===== config.mk =====
export PLATFORM = sky130hd
export DESIGN_NAME = mar_ir_regs_flat
export DESIGN_NICKNAME = d
export VERILOG_FILES = /design/src/rtl/memsys_pkg.sv /design/src/rtl/mar_ir_regs_if.sv /design/src/rtl/en_reg.sv /design/src/rtl/mar_ir_regs.sv /design/src/flat_wrapper.sv
export SDC_FILE = /design/constraint.sdc
export NUM_CORES = 1
export LEC_CHECK = 0
export ABC_AREA = 1
export CAP_MARGIN = 5
export CELL_PAD_IN_SITES_DETAIL_PLACEMENT = 0
export CELL_PAD_IN_SITES_GLOBAL_PLACEMENT = 1
export CORE_UTILIZATION = 23
export DETAILED_ROUTE_END_ITERATION = 12
export PLACE_DENSITY_LB_ADDON = 0.1
export SLEW_MARGIN = 25
export SYNTH_ARGS = -nofsm -noshare
export SYNTH_HDL_FRONTEND = slang
export SYNTH_SLANG_ARGS = --single-unit

===== constraint.sdc =====
create_clock -name clk -period 0.8 [get_ports clk]
set_input_delay 0.12 -clock clk [delete_from_list [all_inputs] [get_ports clk]]
set_output_delay 0.12 -clock clk [all_outputs]
set_load 0.01 [all_outputs]

===== src/rtl/memsys_pkg.sv =====
// Shared memory-subsystem constants: default bus width and opcode field position.
package memsys_pkg;
   localparam int DATA_WIDTH = 8;
   localparam int OPC_LSB    = 3;
endpackage


===== src/rtl/mar_ir_regs_if.sv =====
// Bus C load interface into MAR/IR: enables, clear and data in; register contents out.
interface mar_ir_regs_if
   import memsys_pkg::*;
#(
   parameter int DW = DATA_WIDTH
);
   logic               sclr;
   logic               mar_ena;
   logic               ir_ena;
   logic [DW-1:0]      d;
   logic [DW-1:0]      ram_addr;
   logic [DW-OPC_LSB-1:0] instruction;

   modport master (
      output sclr, mar_ena, ir_ena, d,
      input  ram_addr, instruction
   );

   modport slave (
      input  sclr, mar_ena, ir_ena, d,
      output ram_addr, instruction
   );
endinterface


===== src/rtl/en_reg.sv =====
// Generic load-enable register; rst and sclr both clear, and both beat the enable.
module en_reg #(
   parameter int WIDTH = 8
) (
   input  logic             clk,
   input  logic             rst,
   input  logic             sclr,
   input  logic             ena,
   input  logic [WIDTH-1:0] d,
   output logic [WIDTH-1:0] q
);
   always_ff @(posedge clk) begin
      if (rst || sclr) q <= '0;
      else if (ena)    q <= d;
   end
endmodule


===== src/rtl/mar_ir_regs.sv =====
// MAR latches the full bus C word; IR latches its opcode field (low OPC_LSB bits dropped).
module mar_ir_regs
   import memsys_pkg::*;
#(
   parameter int DATA_WIDTH = memsys_pkg::DATA_WIDTH
) (
   input logic          clk,
   input logic          rst,
   mar_ir_regs_if.slave bus
);
   localparam int IR_WIDTH = DATA_WIDTH - OPC_LSB;

   en_reg #(.WIDTH(DATA_WIDTH)) u_mar (
      .clk  (clk),
      .rst  (rst),
      .sclr (bus.sclr),
      .ena  (bus.mar_ena),
      .d    (bus.d),
      .q    (bus.ram_addr)
   );

   en_reg #(.WIDTH(IR_WIDTH)) u_ir (
      .clk  (clk),
      .rst  (rst),
      .sclr (bus.sclr),
      .ena  (bus.ir_ena),
      .d    (bus.d[DATA_WIDTH-1:OPC_LSB]),
      .q    (bus.instruction)
   );
endmodule


===== src/flat_wrapper.sv =====
// flat-port wrapper written by rule: the top's interface ports become plain ports
module mar_ir_regs_flat import memsys_pkg::*;
#(
   parameter int DATA_WIDTH = memsys_pkg::DATA_WIDTH
)
  (clk, rst, bus_sclr, bus_mar_ena, bus_ir_ena, bus_d, bus_ram_addr, bus_instruction);
  mar_ir_regs_if #(.DW(8)) bus_i ();
  input logic clk;
  input logic rst;
  input wire logic [$bits(bus_i.sclr)-1:0] bus_sclr;
  input wire logic [$bits(bus_i.mar_ena)-1:0] bus_mar_ena;
  input wire logic [$bits(bus_i.ir_ena)-1:0] bus_ir_ena;
  input wire logic [$bits(bus_i.d)-1:0] bus_d;
  output wire logic [$bits(bus_i.ram_addr)-1:0] bus_ram_addr;
  output wire logic [$bits(bus_i.instruction)-1:0] bus_instruction;
  assign bus_i.sclr = bus_sclr;
  assign bus_i.mar_ena = bus_mar_ena;
  assign bus_i.ir_ena = bus_ir_ena;
  assign bus_i.d = bus_d;
  assign bus_ram_addr = bus_i.ram_addr;
  assign bus_instruction = bus_i.instruction;
  mar_ir_regs #(.DATA_WIDTH(DATA_WIDTH)) u_core (.clk(clk), .rst(rst), .bus(bus_i));
endmodule

==> metrics <==
outcome=finished, violations left; failing checks=setup timing; layout cells sized above 1=approximately a third; core area=2191 um2; Max-Slew Margin vs Limit=roughly nine tenths; # rows=17; Peak VDD IR=slightly below 0.0009 V; sequential share of power=approximately 51%; Top Family by Delay on Critical Path=flip-flops; Iter 0 DRT Violations=3; slowest CP cell=dfxtp_2; worst hold-check path type=primary input to register; CTS root buf=clkbuf_4; die height=between 50 and 60 um; # setup viols final=13; RSZ-0062 raised after global routing=true; r2r setup slk=around 0.12 ns; Final min period=roughly 0.84 ns; largest net degree at the start of global routing=14; WL final=approximately 1100 um; Final period util=105.0%; Critical Path End Type=output port; Hold-fix buffers, CTS=0; count leader, synth=nand2_1; first-pass GRT wire length=around 1800 um; CTS tree=done; final slew viol count=0; highest clock rate=approximately 1200 MHz; antenna violations before repair=0; Mapped Cells=78; Critical Path RT=slightly below 0.7 ns; Critical Path AT=0.72 ns; vias in the first global route=around 470; diode count=0; chip width=roughly 50 um; Mapped Avg Cell Area=between 6 and 7 um2; Clock Tree Buf Depth=2; antenna viol nets, final=0; RD Place Congestion=0.6365; Syn Nets=91; top post-synthesis cells by count=26 x nand2_1, 25 x nor2_1, 13 x dfxtp_1; crit-path max cell delay=0.33 ns; HPWL Detailed=between 700 and 800 um; GRT Overall Usage=approximately a tenth; net load switching power=about 0.34 mW; Synth cell types=7; final hold slack=between 0.4 and 0.5 ns; Worst Setup Path Type=register to output port; Port Buffers=25; sw frac=about a quarter; sum of negative setup slack=-0.4353 ns; Max-Cap Viols=0; LEAKAGE=0.4340 nW; PnR worst setup slack=-0.04013 ns; routed length per instance=roughly 8 um; Pint=about 1.0 mW; asr flop ratio synth=0%; Worst-Skew Late Latency=approximately 0.27 ns; drt drc=0; Yosys warning total=0; Synth top area share=between 40% and 50%; Top FF cell, synth=dfxtp_1; top post-synthesis cells by area=dfxtp_1 49%, nand2_1 18%, nor2_1 18%, buf_6 6.3%, inv_1 5.6%; CP startpoint kind=register; number of synthesized flops with an enable pin=0; Sink Count=13; vias post-DR=532; H-tree levels=1; skew final=0 ns; die area=between 2000 and 3000 um2; post-synthesis cell area=approximately 530 um2; average vias per placed instance=just under 4; initial cell density of the core=approximately 24%; Yosys reg bits=13; register area share after synthesis=between 40 and 50%; endpoints failing hold=0; Num CTS Buffers=3; area added between synthesis and finish=68.08%; Clock Power Share=between 20% and 30%; drt first pass iters=2; Fill cells=233; CP Cell Sequence=buf_6; pwr dens=about 1500 nW/um2; Final Net Count=between 100 and 150; combinational power share=18.8%; I/O pin total=26; Yosys top cell by area=dfxtp_1; clock-pin slew on the worst setup and hold paths=about 0.080 ns; Worst Path Max Fanout=2; post-CTS setup buffer count=0; worst slew pin tran=around 0.14 ns; total congestion overflow=0; buffers plus inverters on the worst setup path=1
[sequential cells by signal, indices dropped and copies added (netlist names)]
signal / flops
u_core.u_mar.q: 8
u_core.u_ir.q: 5
[kinds of logic (layout without fill, tap and decap cells)]
| kind of cell | after synthesis | in the layout | share of synthesized area (%) |
|---|---|---|---|
| DFF | 13 | 13 | 48.83 |
| and+or+nand+nor | 53 | 53 | 38.26 |
| buffers and inverters | 12 | 43 | 12.91 |
[worst paths after layout]
path	from	end	depth (start not counted)
worst max-delay path	u_core.u_ir.q[4]	bus_instruction[4]	1
worst min-delay path	bus_d[1]	u_core.u_mar.q[1]	5
worst max register to register	u_core.u_mar.q[6]	u_core.u_mar.q[6]	3
worst min register to register	u_core.u_ir.q[2]	u_core.u_ir.q[2]	2
[power by group through the flow]
stage	combinational, mW	sequential [mW]	clock [mW]
3_3_place_gp	0.257	0.703	0
5_1_grt	0.287	0.703	0.461
2_1_floorplan	0.104	0.716	0
4_1_cts	0.261	0.700	0.425
3_5_place_dp	0.256	0.704	0
6_report	0.257	0.699	0.409
[routing by layer]
metal	wire, um	track usage [%]
met5	0	0
met1	502	10.99
met4	14	4.286
met3	82	4.545
met2	491	16.00
[timing repair]
item / 4_1_cts / 5_1_grt
endpoints found under the setup margin: 13 / 13
hold endpoints to repair: 0 / 0
gates resized for setup: 78 / 0
[area by class of cell]
type / instances / area [um2] / share of cell area, %
Timing Repair Buffer: 31 / 324.1 / 36.17
Multi-Input combinational cell: 53 / 203.9 / 22.77
Clock buffer: 4 / 26.28 / 2.933
Inverter: 8 / 30.03 / 3.352
Tap cell: 28 / 35.03 / 3.911
Sequential cell: 13 / 276.5 / 30.87
[stage by stage]
stage	area (um2)	power (mW)	utilization [%]	setup slack, ns	std cells
after global placement	837.1	0.9600	38.21	-0.2422	133
after CTS	895.9	1.386	40.89	-0.05567	137
after detailed placement	837.1	0.9596	38.21	-0.2480	133
after floorplan	533.0	0.8200	-	0.2070	78
after global routing	895.9	1.451	40.89	-0.08575	137
final	895.9	1.364	40.89	-0.04013	137
[cell usage in the layout (no fill, tap or decap)]
cell              n
nand2_1          26
nor2_1           25
buf_6            13
dfxtp_2          13
clkdlybuf4s50_1  12
inv_1             8
buf_4             5
clkbuf_4          3
nor2_2            2
clkbuf_1          1
buf_12            1
(Power assumes the default switching activity.)
==> edit (same settings) <==
Change the package constant `OPC_LSB` from 3 to 2.
--- a/src/rtl/memsys_pkg.sv
+++ b/src/rtl/memsys_pkg.sv
@@ -2,5 +2,5 @@
 package memsys_pkg;
    localparam int DATA_WIDTH = 8;
-   localparam int OPC_LSB    = 3;
+   localparam int OPC_LSB    = 2;
 endpackage
 
Interface: changed (resized bus_instruction); port bits go from 26 to 27. The function was not compared with the original's and may differ.
==> edit against the original RTL <==
The run still ends with negative setup slack left; count of clock-buffer cells in the layout is the same; clock skew is the same; worst setup slack lost 0.014 ns; routed wire length grew 12%; critical path depth is the same; power grew 13%; maximum frequency shrank 1.6%; design area grew 6.4%; sequential cell count grew 1; synthesized cell count grew 6.4%; final cell count grew 2.9%; area after synthesis grew 8.0%; largest cell class unchanged; highest routed layer unchanged.
==> edit: results (changes against the original RTL) <==
Finish
  • Fillers: 238 (+2.1%)
  • Final nets: 127 (+3.3%)
  • Layout cells sized above 1: 34.5% (+0.57 points)

Global routing
  • Largest net degree at the start of global routing: 17 (+3)
  • Global-route wire length before repair: 2040 µm (+13%)
  • Gr usage total: 10.5% (+0.60 points)
  • Number of global-route vias before repair: 487 (+4.7%)

Run status
  • Failing checks: negative setup slack
  • Status: finished with violations

Route
  • WL/cell: 8.67 µm (+8.9%)
  • DR pass1 iterations: 3 (+1)
  • Vias post-DR: 557 (+4.7%)
  • DR WL met2: 579 µm (+18%)
  • Initial DRC count: 2 (-1)
  • Met3 WL: 92 µm (+12%)
  • Routed WL: 1220 µm (+12%)
  • Post-Route M1 WL: 540 µm (+7.6%)

Synthesis
  • Syn nets: 96 (+5.5%)
  • Main area contributors after synthesis: dfxtp_1, nand2_1, nor2_1, buf_6, inv_1
  • Post-Syn Instances: 83 (+6.4%)
  • Top cells by count, synth: nand2_1, nor2_1, dfxtp_1
  • Synth unique cells: 8 (+1)
  • Post-synthesis sequential area ratio: 48.7% (-0.13 points)

Place
  • HPWL Detailed: 834 µm (+5.6%)
  • Pre-CTS setup slack: -0.356 ns (-0.108 ns)
  • DP Cell Count: 135 (+1.5%)
  • GPL Wtd Cong: 0.674 (+6.0%)
  • Port-buffer cells: 26 (+4.0%)
  • Cell Area, Placed: 860 µm² (+2.7%)

Power and ir drop
  • Post-route total power: 1.55 mW (+13%)
  • Sequential cell fraction of total power: 48.7% (-2.5 points)
  • Leakage: 0.456 nW (+5.0%)
  • Clk pwr share: 33.6% (+3.7 points)
  • Switching part of the total: 24.2% (-0.38 points)
  • Max VDD drop: 867 µV (-0.68%)

Timing
  • Slew HR: 91.7% (+0.90 points)
  • Setup TNS: -0.671 ns (-0.236 ns)
  • Setup-failing EPs final: 14 (+1)
  • Worst setup margin: -0.0542 ns (-0.0141 ns)
edit: changes by cell type in the layout (fill, tap and decap cells not counted):
| cell | unedited run | this run |
|---|---|---|
| nor2_4 | 0 | 1 |
| dfxtp_2 | 13 | 14 |
| clkbuf_1 | 1 | 0 |
| nor2_1 | 25 | 26 |
| clkbuf_8 | 0 | 1 |
| buf_4 | 5 | 1 |
| buf_6 | 13 | 16 |
| nand2_1 | 26 | 28 |
edit: cells by family after synthesis:
kind of cell	count (synthesis)	synth area share [%]
AND/OR/NAND/NOR	57	39.3
flip-flops	14	48.7
buffers and inverters	12	12.0
edit: cell type report:
class	instances	area (µm²)	area share, %
Clock buffer	4	36.3	3.81
Multi-Input combinational cell	57	226	23.8
Inverter	8	30.0	3.15
Tap cell	28	35.0	3.67
Timing Repair Buffer	30	328	34.4
Sequential cell	14	298	31.2
edit: worst paths after layout:
path | start | end | slack [ns] | depth (start not counted)
max reg2reg | u_core.u_mar.q[5]$_SDFFE_PP0P_ | u_core.u_mar.q[5]$_SDFFE_PP0P_ | 0.21 | 2
min reg2reg | u_core.u_ir.q[0]$_SDFFE_PP0P_ | u_core.u_ir.q[0]$_SDFFE_PP0P_ | 0.48 | 2
max | u_core.u_ir.q[2]$_SDFFE_PP0P_ | bus_instruction[2] | -0.05 | 1
min | bus_d[1] | u_core.u_mar.q[1]$_SDFFE_PP0P_ | 0.43 | 5
edit: worst reg2reg max path: cells and delay by family, from the launching register on:
kind,cells,cell delay (ns)
flops,1,0.33
simple gates,2,0.16
edit: what timing repair did:
item,CTS,global route
resized for setup,84,2
pin swaps,1,1
buffers inserted,2,0
endpoints found under the setup margin,28,21
edit: metal layers:
metal  vias up  GRT usage, %
li1        298             -
met1       238          11.8
met2        18          16.7
met3         3          5.26
met4         0          4.05
met5         -             0
